### src/rtl/instr_fetch_seq_pkg.sv
// Shared definitions for the instruction fetch sequencer: state encoding,
// default word format and the wait-counter width helper.
package instr_fetch_seq_pkg;

    localparam int          DEF_DATA_W    = 16;
    localparam logic [15:0] DEF_HALT_WORD = 16'hFFFF;

    // Encoding is exported on State for the debug LEDs, so values are fixed.
    typedef enum logic [2:0] {
        ST_IDLE      = 3'd0,
        ST_FETCH     = 3'd1,
        ST_LATCH     = 3'd2,
        ST_ISSUE     = 3'd3,
        ST_EXEC      = 3'd4,
        ST_STEP_WAIT = 3'd5,
        ST_HALTED    = 3'd6
    } fetch_state_t;

    // One counter serves both the memory latency and the Done timeout,
    // so it must be wide enough for whichever value is larger.
    function automatic int ctr_width(input int max_wait, input int mem_lat);
        int w;
        w = $clog2(max_wait + 1);
        if ($clog2(mem_lat) > w) w = $clog2(mem_lat);
        if (w < 1) w = 1;
        return w;
    endfunction

endpackage

### src/rtl/instr_fetch_seq_wait_ctr.sv
// fetch_wait_ctr: loadable up/down counter. Counts down while waiting out
// the memory read latency and up while timing the proc's Done response.
module instr_fetch_seq_wait_ctr #(
    parameter int W = 8
) (
    input  logic         clock,
    input  logic         reset,
    input  logic         load,
    input  logic [W-1:0] load_value,
    input  logic         enable,
    input  logic         count_down,
    output logic [W-1:0] count
);

    // Load has priority over counting; the counter holds when not enabled.
    always_ff @(posedge clock) begin
        if (reset) begin
            count <= '0;
        end else if (load) begin
            count <= load_value;
        end else if (enable) begin
            count <= count_down ? count - W'(1) : count + W'(1);
        end
    end

endmodule

### src/rtl/instr_fetch_seq.sv
// Instruction fetch sequencer: reads words from a synchronous instruction
// memory, presents each on DIN, pulses Run and waits for Done from proc.
//
//   state      | meaning
//   -----------+-------------------------------------------------------
//   IDLE       | after reset; Load_PC allowed, Go starts fetching
//   FETCH      | mem_addr = PC, waiting MEM_LAT clocks for mem_q
//   LATCH      | capture mem_q; halt word stops here without issuing
//   ISSUE      | Run pulse, Issued increments
//   EXEC       | waiting for Done, timing out after MAX_WAIT clocks
//   STEP_WAIT  | single-step pause until a fresh rising Go
//   HALTED     | stopped; Load_PC allowed, Go restarts unless timed out
module instr_fetch_seq
    import instr_fetch_seq_pkg::*;
#(
    parameter int                ADDR_W    = 5,
    parameter int                DATA_W    = DEF_DATA_W,
    parameter int                MEM_LAT   = 1,
    parameter logic [DATA_W-1:0] HALT_WORD = DATA_W'(DEF_HALT_WORD),
    parameter int                MAX_WAIT  = 255
) (
    input  logic              Clock,
    input  logic              Reset,
    input  logic              Go,
    input  logic              Step,
    input  logic              Stop,
    input  logic              Load_PC,
    input  logic [ADDR_W-1:0] PC_In,
    output logic [ADDR_W-1:0] mem_addr,
    input  logic [DATA_W-1:0] mem_q,
    output logic [DATA_W-1:0] DIN,
    output logic              Run,
    input  logic              Done,
    output logic              Busy,
    output logic              Halted,
    output logic              Timeout,
    output logic [ADDR_W-1:0] PC,
    output logic [7:0]        Issued,
    output logic [2:0]        State
);

    localparam int               CTR_W      = ctr_width(MAX_WAIT, MEM_LAT);
    localparam logic [CTR_W-1:0] FETCH_LOAD = CTR_W'(MEM_LAT - 1);
    // Done is still accepted in the cycle the counter sits here; one more
    // cycle without it would exceed MAX_WAIT clocks after Run.
    localparam logic [CTR_W-1:0] WAIT_LAST  = CTR_W'(MAX_WAIT - 1);

    fetch_state_t     state, state_next;
    logic [CTR_W-1:0] wait_count;
    logic [CTR_W-1:0] ctr_value;
    logic             ctr_load, ctr_enable, ctr_down;
    logic             pc_load, pc_inc, din_load, issued_inc, timeout_set;
    logic             go_armed, go_armed_clr;

    instr_fetch_seq_wait_ctr #(.W(CTR_W)) u_wait_ctr (
        .clock      (Clock),
        .reset      (Reset),
        .load       (ctr_load),
        .load_value (ctr_value),
        .enable     (ctr_enable),
        .count_down (ctr_down),
        .count      (wait_count)
    );

    // State register.
    always_ff @(posedge Clock) begin
        if (Reset) state <= ST_IDLE;
        else       state <= state_next;
    end

    // Next-state and datapath strobes.
    always_comb begin
        state_next   = state;
        ctr_load     = 1'b0;
        ctr_value    = FETCH_LOAD;
        ctr_enable   = 1'b0;
        ctr_down     = 1'b1;
        pc_load      = 1'b0;
        pc_inc       = 1'b0;
        din_load     = 1'b0;
        issued_inc   = 1'b0;
        timeout_set  = 1'b0;
        go_armed_clr = 1'b0;
        case (state)
            ST_IDLE: begin
                if (Load_PC) begin
                    pc_load = 1'b1;
                end else if (Go) begin
                    state_next = ST_FETCH;
                    ctr_load   = 1'b1;
                end
            end
            ST_FETCH: begin
                if (wait_count == '0) state_next = ST_LATCH;
                else                  ctr_enable = 1'b1;
            end
            ST_LATCH: begin
                if (mem_q == HALT_WORD) begin
                    state_next = ST_HALTED;
                end else begin
                    din_load   = 1'b1;
                    state_next = ST_ISSUE;
                end
            end
            ST_ISSUE: begin
                issued_inc = 1'b1;
                ctr_load   = 1'b1;
                ctr_value  = '0;
                state_next = ST_EXEC;
            end
            ST_EXEC: begin
                ctr_enable = 1'b1;
                ctr_down   = 1'b0;
                if (Done) begin
                    pc_inc = 1'b1;
                    if (Stop) begin
                        state_next = ST_HALTED;
                    end else if (Step) begin
                        state_next   = ST_STEP_WAIT;
                        go_armed_clr = 1'b1;
                    end else begin
                        state_next = ST_FETCH;
                        ctr_load   = 1'b1;
                    end
                end else if (wait_count == WAIT_LAST) begin
                    timeout_set = 1'b1;
                    state_next  = ST_HALTED;
                end
            end
            ST_STEP_WAIT: begin
                if (Stop) begin
                    state_next = ST_HALTED;
                end else if (Go && go_armed) begin
                    state_next = ST_FETCH;
                    ctr_load   = 1'b1;
                end
            end
            ST_HALTED: begin
                if (Load_PC) begin
                    pc_load = 1'b1;
                end else if (Go && !Timeout) begin
                    state_next = ST_FETCH;
                    ctr_load   = 1'b1;
                end
            end
            default: state_next = ST_IDLE;
        endcase
    end

    // PC, instruction word, issue count, sticky timeout and step-mode Go edge tracking.
    always_ff @(posedge Clock) begin
        if (Reset) begin
            PC       <= '0;
            DIN      <= '0;
            Issued   <= '0;
            Timeout  <= 1'b0;
            go_armed <= 1'b0;
        end else begin
            if (pc_load)          PC <= PC_In;
            else if (pc_inc)      PC <= PC + ADDR_W'(1);
            if (din_load)         DIN <= mem_q;
            if (issued_inc)       Issued <= Issued + 8'd1;
            if (timeout_set)      Timeout <= 1'b1;
            // Go must be seen low while paused before a high Go counts as a new step.
            if (go_armed_clr)                        go_armed <= 1'b0;
            else if (state == ST_STEP_WAIT && !Go)   go_armed <= 1'b1;
        end
    end

    assign mem_addr = PC;
    assign Run      = (state == ST_ISSUE);
    assign Halted   = (state == ST_HALTED);
    assign Busy     = !(state == ST_IDLE || state == ST_HALTED || state == ST_STEP_WAIT);
    assign State    = state;

endmodule

### config.mk
export PLATFORM = sky130hd
export DESIGN_NAME = instr_fetch_seq
export DESIGN_NICKNAME = d
export VERILOG_FILES = /design/src/rtl/instr_fetch_seq_pkg.sv /design/src/rtl/instr_fetch_seq_wait_ctr.sv /design/src/rtl/instr_fetch_seq.sv
export SDC_FILE = /design/constraint.sdc
export NUM_CORES = 1
export LEC_CHECK = 0
export BUFFER_PORTS_ARGS = -buffer_cell sky130_fd_sc_hd__buf_4
export CORE_UTILIZATION = 40
export DETAILED_ROUTE_END_ITERATION = 16
export GPL_ROUTABILITY_DRIVEN = 1
export PLACE_DENSITY = 0.78
export SYNTH_ARGS = -nofsm -noshare
export SYNTH_HDL_FRONTEND = slang
export SYNTH_HIERARCHICAL = 1
export SYNTH_SLANG_ARGS = --single-unit
### constraint.sdc
create_clock -name Clock -period 2 [get_ports Clock]
set_input_delay 0.2 -clock Clock [delete_from_list [all_inputs] [get_ports Clock]]
set_output_delay 0.2 -clock Clock [all_outputs]
set_load 0.1 [all_outputs]
==> results.tsv, run 1 <==
stage	metric	value	unit
clock_network	htree_levels	2	
floorplan	core	6030	um^2
final_layout	diodes	0	
place	portBuffers	68	
critical_path	r2r-end	u_wait_ctr/count[5]$_SDFFE_PP0P_	
floorplan	rows	28	
job	cap_violations	0	
synthesis	yosysUniqueCellTypes	57	
power	power_leakage	0.00158	uW
synthesis	synth_async_sr_flop_share	0	%
critical_path	crit_path_end_kind	flop	
critical_path	r2r_cells	9	
final_layout	n_fill_cell	527	
critical_path	critPathMaxFanout	9	
timing	period_share	100	%
min_path	hold_path_startpoint	Step	
min_path	hp-class	in -> reg	
synthesis	synth_top_area_cell	dfxtp_1	
final_layout	syn2layout_area_growth	37.7	%
power	powerDensity	1370	nW/um^2
timing	hold_viol	0	
timing	tightest_slew	0.639	ns
critical_path	worstPathRequired	2.25	ns
critical_path	critPathTopFamily	simple AND/OR/NAND/NOR gates	
clock_network	cts_tree	done	
final_layout	layout.cells.non_filler	467	
global_route	grt_pass1_wl	9970	um
critical_path	critPathKind	reg -> reg	
floorplan	die_w	81.6	um
global_route	grt_use_total	19.2	%
synthesis	synth_flop_cell	dfxtp_1	
critical_path	worstPathArrival	2.25	ns
final_layout	multi_input_area	1650	um^2
final_layout	regArea	862	um^2
timing	rsz0062_at_grt	true	
drt	wirelength	6800	um
place	placedCellCount	445	
place	routabilityCongestion	0.892	
power	ir_drop	0.000814	V
synthesis	syn_area	2540	um^2
synthesis	ys_seq_area_share	33.2	%
floorplan	dieArea	6660	um^2
global_route	antenna_found_initial	0	
global_route	grt_pass1_vias	2177	
drt	routedWlPerCell	14.6	um
drt	ant_nets	0	
timing	slew_violations	0	
timing	setup_viol	1	
synthesis	synth-warning-count	6	
min_path	hold_depth	2	
drt	drcViolationCount	0	
min_path	min_to	go_armed$_SDFFE_PP0P_	
final_layout	fin_util	58.0	%
final_layout	layout-drive-gt1-share	35.7	%
critical_path	reg2reg_from	u_wait_ctr/count[3]$_SDFFE_PP0P_	
clock_network	clk_pin_slew	0.09	ns
drt	vias_per_cell	5.47	
clock_network	cts_hold_buf	0	
floorplan	ios	69	
synthesis	synth_top_area_share	33.2	%
synthesis	yosys-top-cells-area	dfxtp_1 33%, mux2i_1 7.1%, nor2_1 6.1%, a21oi_1 4.1%, ha_1 3.9%	
timing	worst_slack	-0.00197	ns
clock_network	clk-insertion-delay-late	0.30	ns
synthesis	syn_inst	300	
place	dpl.hpwl	4870	um
critical_path	worstPathCellList	nor4_4, nand2_1, a21oi_2, nor2_1, buf_4, or3b_2, a21oi_2, nor3_1, nand2_1	
outcome	outcome	finished, violations left	
global_route	grt_max_degree	28	
critical_path	critPathBufInv	1	
outcome	violations	setup timing	
synthesis	avgSynthCellArea	8.45	um^2
critical_path	cp_slowest_stage_delay	0.45	ns
timing	relSlewSlack	57.2	%
critical_path	reg2reg_slack	-0.002	ns
timing	finalSetupTns	-0.00197	ns
critical_path	crit_slowest_cell	or3b_2	
timing	timing.fmax	0.500	GHz
floorplan	die_h	81.6	um
synthesis	ys_ff_latch	42	
clock_network	cts_buffer_depth	2	
timing	holdWs	0.0939	ns
drt	dr_total_vias	2555	
final_layout	nNetsFinal	428	
timing	finalCriticalPeriod	2.00	ns
timing	finClkSkew	0.00599	ns
clock_network	cts-root-buf	clkbuf_8	
clock_network	cts_buffers	5	
floorplan	initial_core_util	42.1	%
global_route	grt_overflow	0	
clock_network	numClockSinks	42	
synthesis	synth_edf_count	0	
critical_path	worstSetupStartpointType	flop	
drt	drt_iter0_drc	132	
drt	first_pass_iters	4	
metrics by stage:
step           total power (uW)  worst slack (ns)  area, um^2
6_report                   4800          -0.00197        3490
5_1_grt                    5050           -0.0836        3490
4_1_cts                    4510            0.0111        3340
3_5_place_dp               3900           -0.0373        3240
3_3_place_gp               3850            0.0971        3240
2_1_floorplan              3350            -0.180        2670
sequential cells by signal, summed over array words and instances, names as in the netlist:
| name | flops |
|---|---|
| DIN | 16 |
| Issued | 8 |
| u_wait_ctr/count | 8 |
| PC | 5 |
| State | 3 |
| Timeout | 1 |
| go_armed | 1 |
logic make-up after synthesis:
| family | count (synthesis) | share of synthesized area (%) |
|---|---|---|
| simple gates | 128 | 27.2 |
| other cells | 1 | 0.148 |
| flops | 42 | 33.2 |
| fa+ha+maj | 9 | 4.74 |
| mux | 20 | 7.99 |
| compound gates | 58 | 16.3 |
| xor+xnor | 12 | 4.14 |
| buf+inv | 30 | 6.31 |
worst register-to-register path, stage by stage, from the launching register on:
cell and delay [ns]:
dfxtp_4 0.36, nor4_4 0.30, nand2_1 0.13, a21oi_2 0.18, nor2_1 0.09, buf_4 0.17, or3b_2 0.45, a21oi_2 0.14
nor3_1 0.06, nand2_1 0.07
synthesized netlist by cell type, types with 3 or more instances:
library cell,instances
clkbuf_1,8
o21ai_0,5
inv_1,9
mux2i_1,18
nand2b_1,4
xnor2_1,6
o31ai_1,3
nor3b_1,9
buf_2,5
nor2b_1,7
nand3_1,10
ha_1,8
xor2_1,6
nand2_1,19
a211oi_1,4
a211o_1,3
a21oi_1,21
nor3_1,6
buf_6,3
nor2_1,41
nand4_1,9
nor4_1,4
dfxtp_1,42
o21a_1,3
buf_4,5
worst max path at each step:
| stage | from | to | depth (start not counted) |
|---|---|---|---|
| after floorplan | State[1]$_SDFFE_PP0P_ | u_wait_ctr/count[7]$_SDFFE_PP0P_ | 11 |
| after global placement | u_wait_ctr/count[5]$_SDFFE_PP0P_ | u_wait_ctr/count[5]$_SDFFE_PP0P_ | 9 |
| after detailed placement | u_wait_ctr/count[5]$_SDFFE_PP0P_ | u_wait_ctr/count[5]$_SDFFE_PP0P_ | 9 |
| after CTS | State[2]$_SDFFE_PP0P_ | u_wait_ctr/count[7]$_SDFFE_PP0P_ | 8 |
| after global routing | u_wait_ctr/count[6]$_SDFFE_PP0P_ | u_wait_ctr/count[5]$_SDFFE_PP0P_ | 9 |
| final | u_wait_ctr/count[3]$_SDFFE_PP0P_ | u_wait_ctr/count[5]$_SDFFE_PP0P_ | 9 |
cell type report:
type / count / share of cell area [%]
Sequential cell: 42 / 24.7
Clock inverter: 3 / 0.645
Timing Repair Buffer: 98 / 21.5
Inverter: 9 / 1.15
Multi-Input combinational cell: 235 / 47.3
Tap cell: 75 / 2.69
Clock buffer: 5 / 1.97
routing by layer:
metal  global-route usage [%]  wire length [um]  vias to the layer above
met5                        0                 0                        -
met4                     6.67               102                        0
met3                     3.44               306                       12
met2                     31.6              3330                       75
met1                     25.3              3060                     1216
li1                         -                 -                     1252
where the power goes:
group / switching [uW] / internal (uW)
combinational: 1820 / 1210
sequential: 182 / 998
clock: 337 / 251
cells in the final DEF, fill, tap and decap left out, types with 3 or more instances in the layout:
master	Yosys	routed
o21a_1	3	3
dfxtp_1	42	35
ha_1	8	7
nor3_1	6	6
a21oi_1	21	19
nand2b_1	4	4
a211oi_1	4	4
buf_4	5	96
nand2_1	19	18
clkbuf_8	0	5
nand3_1	10	9
xnor2_1	6	6
mux2i_1	18	18
nor3b_1	9	9
dfxtp_4	0	5
o21ai_0	5	4
conb_1	1	8
o31ai_1	3	3
nand4_1	9	9
nor2_1	41	39
a211o_1	3	3
inv_1	9	6
nor2b_1	7	6
xor2_1	6	6
what timing repair did:
item                                    CTS  global route
pin swaps                                 0             6
endpoints found under the setup margin    1             6
resized for setup                         2            11
buffers inserted                          0            14
endpoints found under the hold margin     0             0
gates cloned                              0             0
No activity file was read; power rests on OpenSTA's default activity.
==> run 2, diff against run 1 <==
--- a/config.mk
+++ b/config.mk
@@ -6,10 +6,12 @@
 export NUM_CORES = 1
 export LEC_CHECK = 0
 export BUFFER_PORTS_ARGS = -buffer_cell sky130_fd_sc_hd__buf_4
-export CORE_UTILIZATION = 40
+export CELL_PAD_IN_SITES_DETAIL_PLACEMENT = 1
+export CELL_PAD_IN_SITES_GLOBAL_PLACEMENT = 2
+export CORE_UTILIZATION = 27
 export DETAILED_ROUTE_END_ITERATION = 16
 export GPL_ROUTABILITY_DRIVEN = 1
-export PLACE_DENSITY = 0.78
+export PLACE_DENSITY = 0.87
 export SYNTH_ARGS = -nofsm -noshare
 export SYNTH_HDL_FRONTEND = slang
 export SYNTH_HIERARCHICAL = 1
==> results.tsv, run 2 (synthesis results as in run 1) <==
stage	metric	value	unit	change
final_layout	layout_commonest_cell	buf_4		unchanged
final_layout	n_fill_cell	1112		was 527
power	power_leakage	0.00154	uW	was 0.00158 uW
clock_network	clk_pin_slew	0.08	ns	was 0.09 ns
place	placedCellCount	482		was 445
min_path	hp-class	in -> reg		unchanged
critical_path	critPathMaxFanout	4		was 9
final_layout	largest_reg_flops	16		unchanged
timing	finClkSkew	0.00533	ns	was 0.00599 ns
critical_path	worstSetupStartpointType	flop		unchanged
min_path	min_to	go_armed$_SDFFE_PP0P_		unchanged
clock_network	htree_levels	2		unchanged
critical_path	worstPathCellList	nor2_4, nand2_4, ha_1, a211o_1, a41o_1, a211o_1, nand3_1		was nor4_4, nand2_1, a21oi_2, nor2_1, buf_4, or3b_2, a21oi_2, nor3_1, nand2_1
floorplan	dieArea	9790	um^2	was 6660 um^2
critical_path	critPathTopFamily	compound AO/OA/AOI/OAI gates		was simple AND/OR/NAND/NOR gates
critical_path	cp_common_cell	a211o_1		
final_layout	final_cell_mix	89 x buf_4, 39 x nor2_1, 38 x dfxtp_1		was 96 x buf_4, 39 x nor2_1, 35 x dfxtp_1
place	portBuffers	68		unchanged
clock_network	cts_tree	done		unchanged
timing	rsz0062_at_grt	true		unchanged
critical_path	cp_slowest_stage_delay	0.37	ns	was 0.45 ns
drt	ant_nets	0		unchanged
min_path	hold_depth	2		unchanged
critical_path	worstPathArrival	2.17	ns	was 2.25 ns
place	dpl.hpwl	5830	um	was 4870 um
timing	hold_viol	0		unchanged
place	post-place-ws	-0.00970	ns	was -0.0373 ns
final_layout	diodes	0		unchanged
critical_path	crit_path_end_kind	flop		unchanged
final_layout	fin_util	37.8	%	was 58.0%
drt	routedWlPerCell	15.3	um	was 14.6 um
power	powerDensity	1350	nW/um^2	was 1370 nW/um^2
drt	drcViolationCount	0		unchanged
clock_network	clk-insertion-delay-late	0.30	ns	about the same
timing	worst_slack	0.0673	ns	was -0.00197 ns
timing	slew_violations	0		unchanged
critical_path	crit_slowest_cell	dfxtp_4		was or3b_2
floorplan	ios	69		unchanged
min_path	hold_path_startpoint	Step		unchanged
global_route	antenna_found_initial	0		unchanged
timing	period_share	96.6	%	was 100%
global_route	grt_max_degree	37		was 28
outcome	outcome	finished, final reports clean		was finished, violations left
final_layout	nNetsFinal	420		was 428
power	ir_drop	0.000727	V	was 0.000814 V
global_route	grt_pass1_vias	2573		was 2177
floorplan	initial_core_util	27.7	%	was 42.1%
global_route	grt_pass1_wl	12400	um	was 9970 um
critical_path	critPathBufInv	0		was 1
final_layout	layout.cells.non_filler	495		was 467
floorplan	rows	35		was 28
critical_path	worstPathRequired	2.24	ns	was 2.25 ns
drt	first_pass_iters	4		unchanged
critical_path	critPathKind	reg -> reg		unchanged
global_route	grt_use_total	15.8	%	was 19.2%
floorplan	core	9150	um^2	was 6030 um^2
floorplan	die_w	98.9	um	was 81.6 um
floorplan	die_h	98.9	um	was 81.6 um
timing	setup_viol	0		was 1
final_layout	fin_area	3460	um^2	was 3490 um^2
clock_network	numClockSinks	42		unchanged
drt	drt_iter0_drc	53		was 132
clock_network	cts_hold_buf	0		unchanged
timing	timing.fmax	0.517	GHz	was 0.500 GHz
final_layout	layout-drive-gt1-share	33.6	%	was 35.7%
place	routabilityCongestion	0.835		was 0.892
final_layout	top_register	DIN		unchanged
timing	finalCriticalPeriod	1.93	ns	was 2.00 ns
clock_network	cts_buffers	5		unchanged
critical_path	r2r-end	u_wait_ctr/count[7]$_SDFFE_PP0P_		was u_wait_ctr/count[5]$_SDFFE_PP0P_
global_route	grt_overflow	0		unchanged
drt	vias_per_cell	4.99		was 5.47
clock_network	cts_buffer_depth	2		unchanged
clock_network	cts-root-buf	clkbuf_8		unchanged
final_layout	top_regs	DIN: 16 flops, Issued: 8 flops, u_wait_ctr/count: 8 flops		unchanged
timing	holdWs	0.0970	ns	was 0.0939 ns
final_layout	syn2layout_area_growth	36.5	%	was 37.7%
drt	wirelength	7550	um	was 6800 um
place	placed_area	3280	um^2	was 3240 um^2
drt	dr_total_vias	2471		was 2555
critical_path	r2r_cells	7		was 9
critical_path	reg2reg_slack	0.07	ns	was -0.002 ns
critical_path	reg2reg_from	State[1]$_SDFFE_PP0P_		was u_wait_ctr/count[3]$_SDFFE_PP0P_
job	cap_violations	0		unchanged
[run 2: cell count changes in the layout (fill, tap and decap cells not counted), sizes merged]
cell      change
clkinv        +2
clkinvlp      -1
buf           -8
inv           -2
clkbuf        +1
[run 2: through the flow]
step / TNS (ns) / total power [uW]
after floorplan: -0.879 / 3350
after global placement: 0 / 3910
after detailed placement: -0.00970 / 3970
after CTS: 0 / 4560
after global routing: -0.109 / 4960
final: 0 / 4660
[run 2: worst max path at each step]
stage,startpoint,cells past startpoint,slack [ns],to
5_1_grt,Timeout$_SDFFE_PP0P_,9,-0.05,u_wait_ctr/count[5]$_SDFFE_PP0P_
3_3_place_gp,Go,10,0.04,u_wait_ctr/count[5]$_SDFFE_PP0P_
3_5_place_dp,State[2]$_SDFFE_PP0P_,8,-0.01,u_wait_ctr/count[7]$_SDFFE_PP0P_
2_1_floorplan,State[1]$_SDFFE_PP0P_,11,-0.18,u_wait_ctr/count[7]$_SDFFE_PP0P_
6_report,State[1]$_SDFFE_PP0P_,7,0.07,u_wait_ctr/count[7]$_SDFFE_PP0P_
4_1_cts,Timeout$_SDFFE_PP0P_,9,0.02,u_wait_ctr/count[7]$_SDFFE_PP0P_
[run 2: power breakdown]
group          internal [uW]  leakage, uW  total, uW  switching [uW]
Combinational           1110      0.00115       2930            1830
Sequential               988     0.000344       1170             184
Clock                    247    0.0000452        555             308
Total                   2340      0.00154       4660            2320
[run 2: what timing repair did]
action                                 4_1_cts  5_1_grt
pin swaps                                    0        3
endpoints found under the hold margin        0        0
setup endpoints to repair                    4        8
buffers inserted                             0        5
resized for setup                            3        7
[run 2: routing by layer]
| metal | routed length, um | GRT usage [%] | share of wire [%] | vias up |
|---|---|---|---|---|
| li1 | - | - | - | 1234 |
| met1 | 3180 | 18.2 | 42 | 1186 |
| met2 | 4030 | 30.0 | 53 | 44 |
| met3 | 265 | 2.77 | 3.5 | 7 |
| met4 | 68 | 4.02 | 0.90 | 0 |
| met5 | 0 | 0 | 0 | - |
[run 2: area by class of cell]
cell class | instances | area (um^2) | share of cell area [%]
clock buffers | 6 | 72.6 | 2.10
clock inverters | 2 | 13.8 | 0.398
multi-input cells | 235 | 1660 | 48.0
flip-flops and latches | 42 | 856 | 24.7
inverters | 9 | 40.0 | 1.16
well taps | 111 | 139 | 4.01
repair buffers | 90 | 679 | 19.6
==> run 3, diff against run 2 <==
--- a/config.mk
+++ b/config.mk
@@ -11,7 +11,9 @@
 export CORE_UTILIZATION = 27
 export DETAILED_ROUTE_END_ITERATION = 16
 export GPL_ROUTABILITY_DRIVEN = 1
+export GPL_TIMING_DRIVEN = 0
 export PLACE_DENSITY = 0.87
+export SETUP_SLACK_MARGIN = 0.2
 export SYNTH_ARGS = -nofsm -noshare
 export SYNTH_HDL_FRONTEND = slang
 export SYNTH_HIERARCHICAL = 1
==> results.tsv, run 3 (synthesis results as in run 1) <==
stage	metric	value	unit	change
floorplan	dieArea	9790	um^2	unchanged
timing	finalSetupTns	-0.296	ns	was 0 ns
critical_path	crit_path_end_kind	flop		unchanged
drt	wirelength	7790	um	was 7550 um
critical_path	r2r-end	u_wait_ctr/count[7]$_SDFFE_PP0P_		unchanged
drt	drcViolationCount	0		unchanged
drt	vias_per_cell	4.96		was 4.99
place	placed_area	3320	um^2	was 3280 um^2
final_layout	layout_commonest_cell	buf_4		unchanged
critical_path	worstPathRequired	2.25	ns	was 2.24 ns
floorplan	die_w	98.9	um	unchanged
critical_path	critPathKind	reg -> reg		unchanged
power	ir_drop	0.000938	V	was 0.000727 V
final_layout	regArea	858	um^2	was 856 um^2
clock_network	htree_levels	2		unchanged
final_layout	nNetsFinal	441		was 420
timing	finalCriticalPeriod	2.12	ns	was 1.93 ns
outcome	outcome	finished, violations left		was finished, final reports clean
min_path	hp-class	in -> reg		unchanged
critical_path	reg2reg_slack	-0.12	ns	was 0.07 ns
timing	rsz0062_at_grt	true		unchanged
timing	tightest_slew	0.761	ns	
clock_network	cts-root-buf	clkbuf_8		unchanged
final_layout	multi_input_area	1770	um^2	was 1660 um^2
place	placedCellCount	485		was 482
drt	first_pass_iters	4		unchanged
floorplan	ios	69		unchanged
drt	ant_nets	0		unchanged
clock_network	cts_buffers	5		unchanged
global_route	grt_use_total	15.9	%	was 15.8%
critical_path	worstSetupStartpointType	flop		unchanged
final_layout	syn2layout_area_growth	50.8	%	was 36.5%
min_path	min_to	go_armed$_SDFFE_PP0P_		unchanged
critical_path	crit_slowest_cell	dfxtp_4		unchanged
global_route	grt_pass1_vias	2623		was 2573
global_route	antenna_found_initial	0		unchanged
final_layout	n_fill_cell	1070		was 1112
floorplan	rows	35		unchanged
place	routabilityCongestion	0.798		was 0.835
floorplan	core	9150	um^2	unchanged
place	dpl.hpwl	5580	um	was 5830 um
final_layout	layout-drive-gt1-share	40.5	%	was 33.6%
timing	hold_viol	0		unchanged
floorplan	die_h	98.9	um	unchanged
critical_path	critPathMaxFanout	7		was 4
final_layout	top_register	DIN		unchanged
job	cap_violations	0		unchanged
power	power_leakage	0.00168	uW	was 0.00154 uW
outcome	violations	setup timing		
critical_path	critPathTopFamily	simple AND/OR/NAND/NOR gates		was compound AO/OA/AOI/OAI gates
final_layout	largest_reg_flops	16		unchanged
timing	slew_violations	0		unchanged
drt	routedWlPerCell	15.1	um	was 15.3 um
timing	worst_slack	-0.118	ns	was 0.0673 ns
global_route	grt_overflow	0		unchanged
clock_network	clk-insertion-delay-late	0.30	ns	about the same
critical_path	cp-startpoint	State[2]$_SDFFE_PP0P_		was State[1]$_SDFFE_PP0P_
global_route	grt_pass1_wl	12500	um	was 12400 um
drt	drt_iter0_drc	33		was 53
min_path	hold_depth	2		unchanged
timing	setup_viol	5		was 0
place	post-place-ws	-0.190	ns	was -0.00970 ns
critical_path	worstPathCellList	buf_8, buf_12, nor4bb_4, nand3_1, nand4_1, buf_6, or3b_4, buf_6, nand2b_4, a211o_1, nand3_1		was nor2_4, nand2_4, ha_1, a211o_1, a41o_1, a211o_1, nand3_1
clock_network	clk_pin_slew	0.10	ns	was 0.08 ns
clock_network	cts_buffer_depth	2		unchanged
critical_path	reg2reg_from	State[2]$_SDFFE_PP0P_		was State[1]$_SDFFE_PP0P_
final_layout	final_cell_mix	89 x buf_4, 38 x nor2_1, 36 x dfxtp_1		was 89 x buf_4, 39 x nor2_1, 38 x dfxtp_1
timing	timing.fmax	0.472	GHz	was 0.517 GHz
critical_path	critPathBufInv	4		was 0
critical_path	worstPathArrival	2.36	ns	was 2.17 ns
drt	dr_total_vias	2561		was 2471
global_route	grt_max_degree	16		was 37
critical_path	cp_slowest_stage_delay	0.36	ns	was 0.37 ns
floorplan	initial_core_util	27.7	%	unchanged
power	powerDensity	1290	nW/um^2	was 1350 nW/um^2
clock_network	numClockSinks	42		unchanged
place	portBuffers	67		was 68
final_layout	diodes	0		unchanged
final_layout	top_regs	DIN: 16 flops, Issued: 8 flops, u_wait_ctr/count: 8 flops		unchanged
critical_path	r2r_cells	11		was 7
min_path	hold_path_startpoint	Step		unchanged
final_layout	layout.cells.non_filler	516		was 495
timing	period_share	106	%	was 96.6%
final_layout	fin_area	3820	um^2	was 3460 um^2
clock_network	cts_tree	done		unchanged
timing	finClkSkew	0.00770	ns	was 0.00533 ns
timing	relSlewSlack	49.1	%	
critical_path	cp.depth	11		was 7
[run 3: cell count changes in the layout (fill, tap and decap cells not counted), moves of 3 or more]
cell      change
buf_6         +5
buf_12        +4
buf_8         +3
clkbuf_1      +3
nor3_1        -3
[run 3: worst max path at each step]
stage / to / slack [ns]
finish: u_wait_ctr/count[7]$_SDFFE_PP0P_ / -0.12
floorplan: u_wait_ctr/count[7]$_SDFFE_PP0P_ / -0.18
global route: u_wait_ctr/count[7]$_SDFFE_PP0P_ / -0.23
detailed placement: u_wait_ctr/count[5]$_SDFFE_PP0P_ / -0.19
global placement: u_wait_ctr/count[7]$_SDFFE_PP0P_ / -0.12
CTS: u_wait_ctr/count[7]$_SDFFE_PP0P_ / -0.18
[run 3: metal layers]
layer	track usage (%)	part of all wire (%)
met2	28.2	50
met5	0	0
met1	20.1	46
met3	2.98	3.9
met4	2.87	0.76
[run 3: layout make-up]
| cell class | instances | area share, % |
|---|---|---|
| plain buffers | 21 | 4.97 |
| repair buffers | 90 | 18.9 |
| well taps | 111 | 3.63 |
| multi-input cells | 235 | 46.4 |
| clock inverters | 3 | 0.556 |
| flip-flops and latches | 42 | 22.4 |
| inverters | 9 | 1.31 |
| clock buffers | 5 | 1.80 |
[run 3: timing repair]
action / 4_1_cts / 5_1_grt
gates resized for setup: 18 / 33
pin swaps: 9 / 17
hold buffers: 0 / 0
buffers inserted: 17 / 6
endpoints found under the setup margin: 12 / 17
[run 3: stage by stage]
stage / hold slack (ns) / utilization, % / power [uW]
finish: 0.0947 / 41.8 / 4920
global route: 0.0826 / 41.8 / 5220
CTS: 0.0818 / 39.6 / 4740
detailed placement: 0.409 / 36.3 / 3930
global placement: 0.402 / 36.3 / 3870
floorplan: 0.296 / - / 3350
[run 3: where the power goes]
part	leakage, uW	switching (uW)	internal (uW)	total (uW)
registers	0.000345	174	989	1160
clock network	0.0000494	346	253	598
logic	0.00129	1880	1270	3150
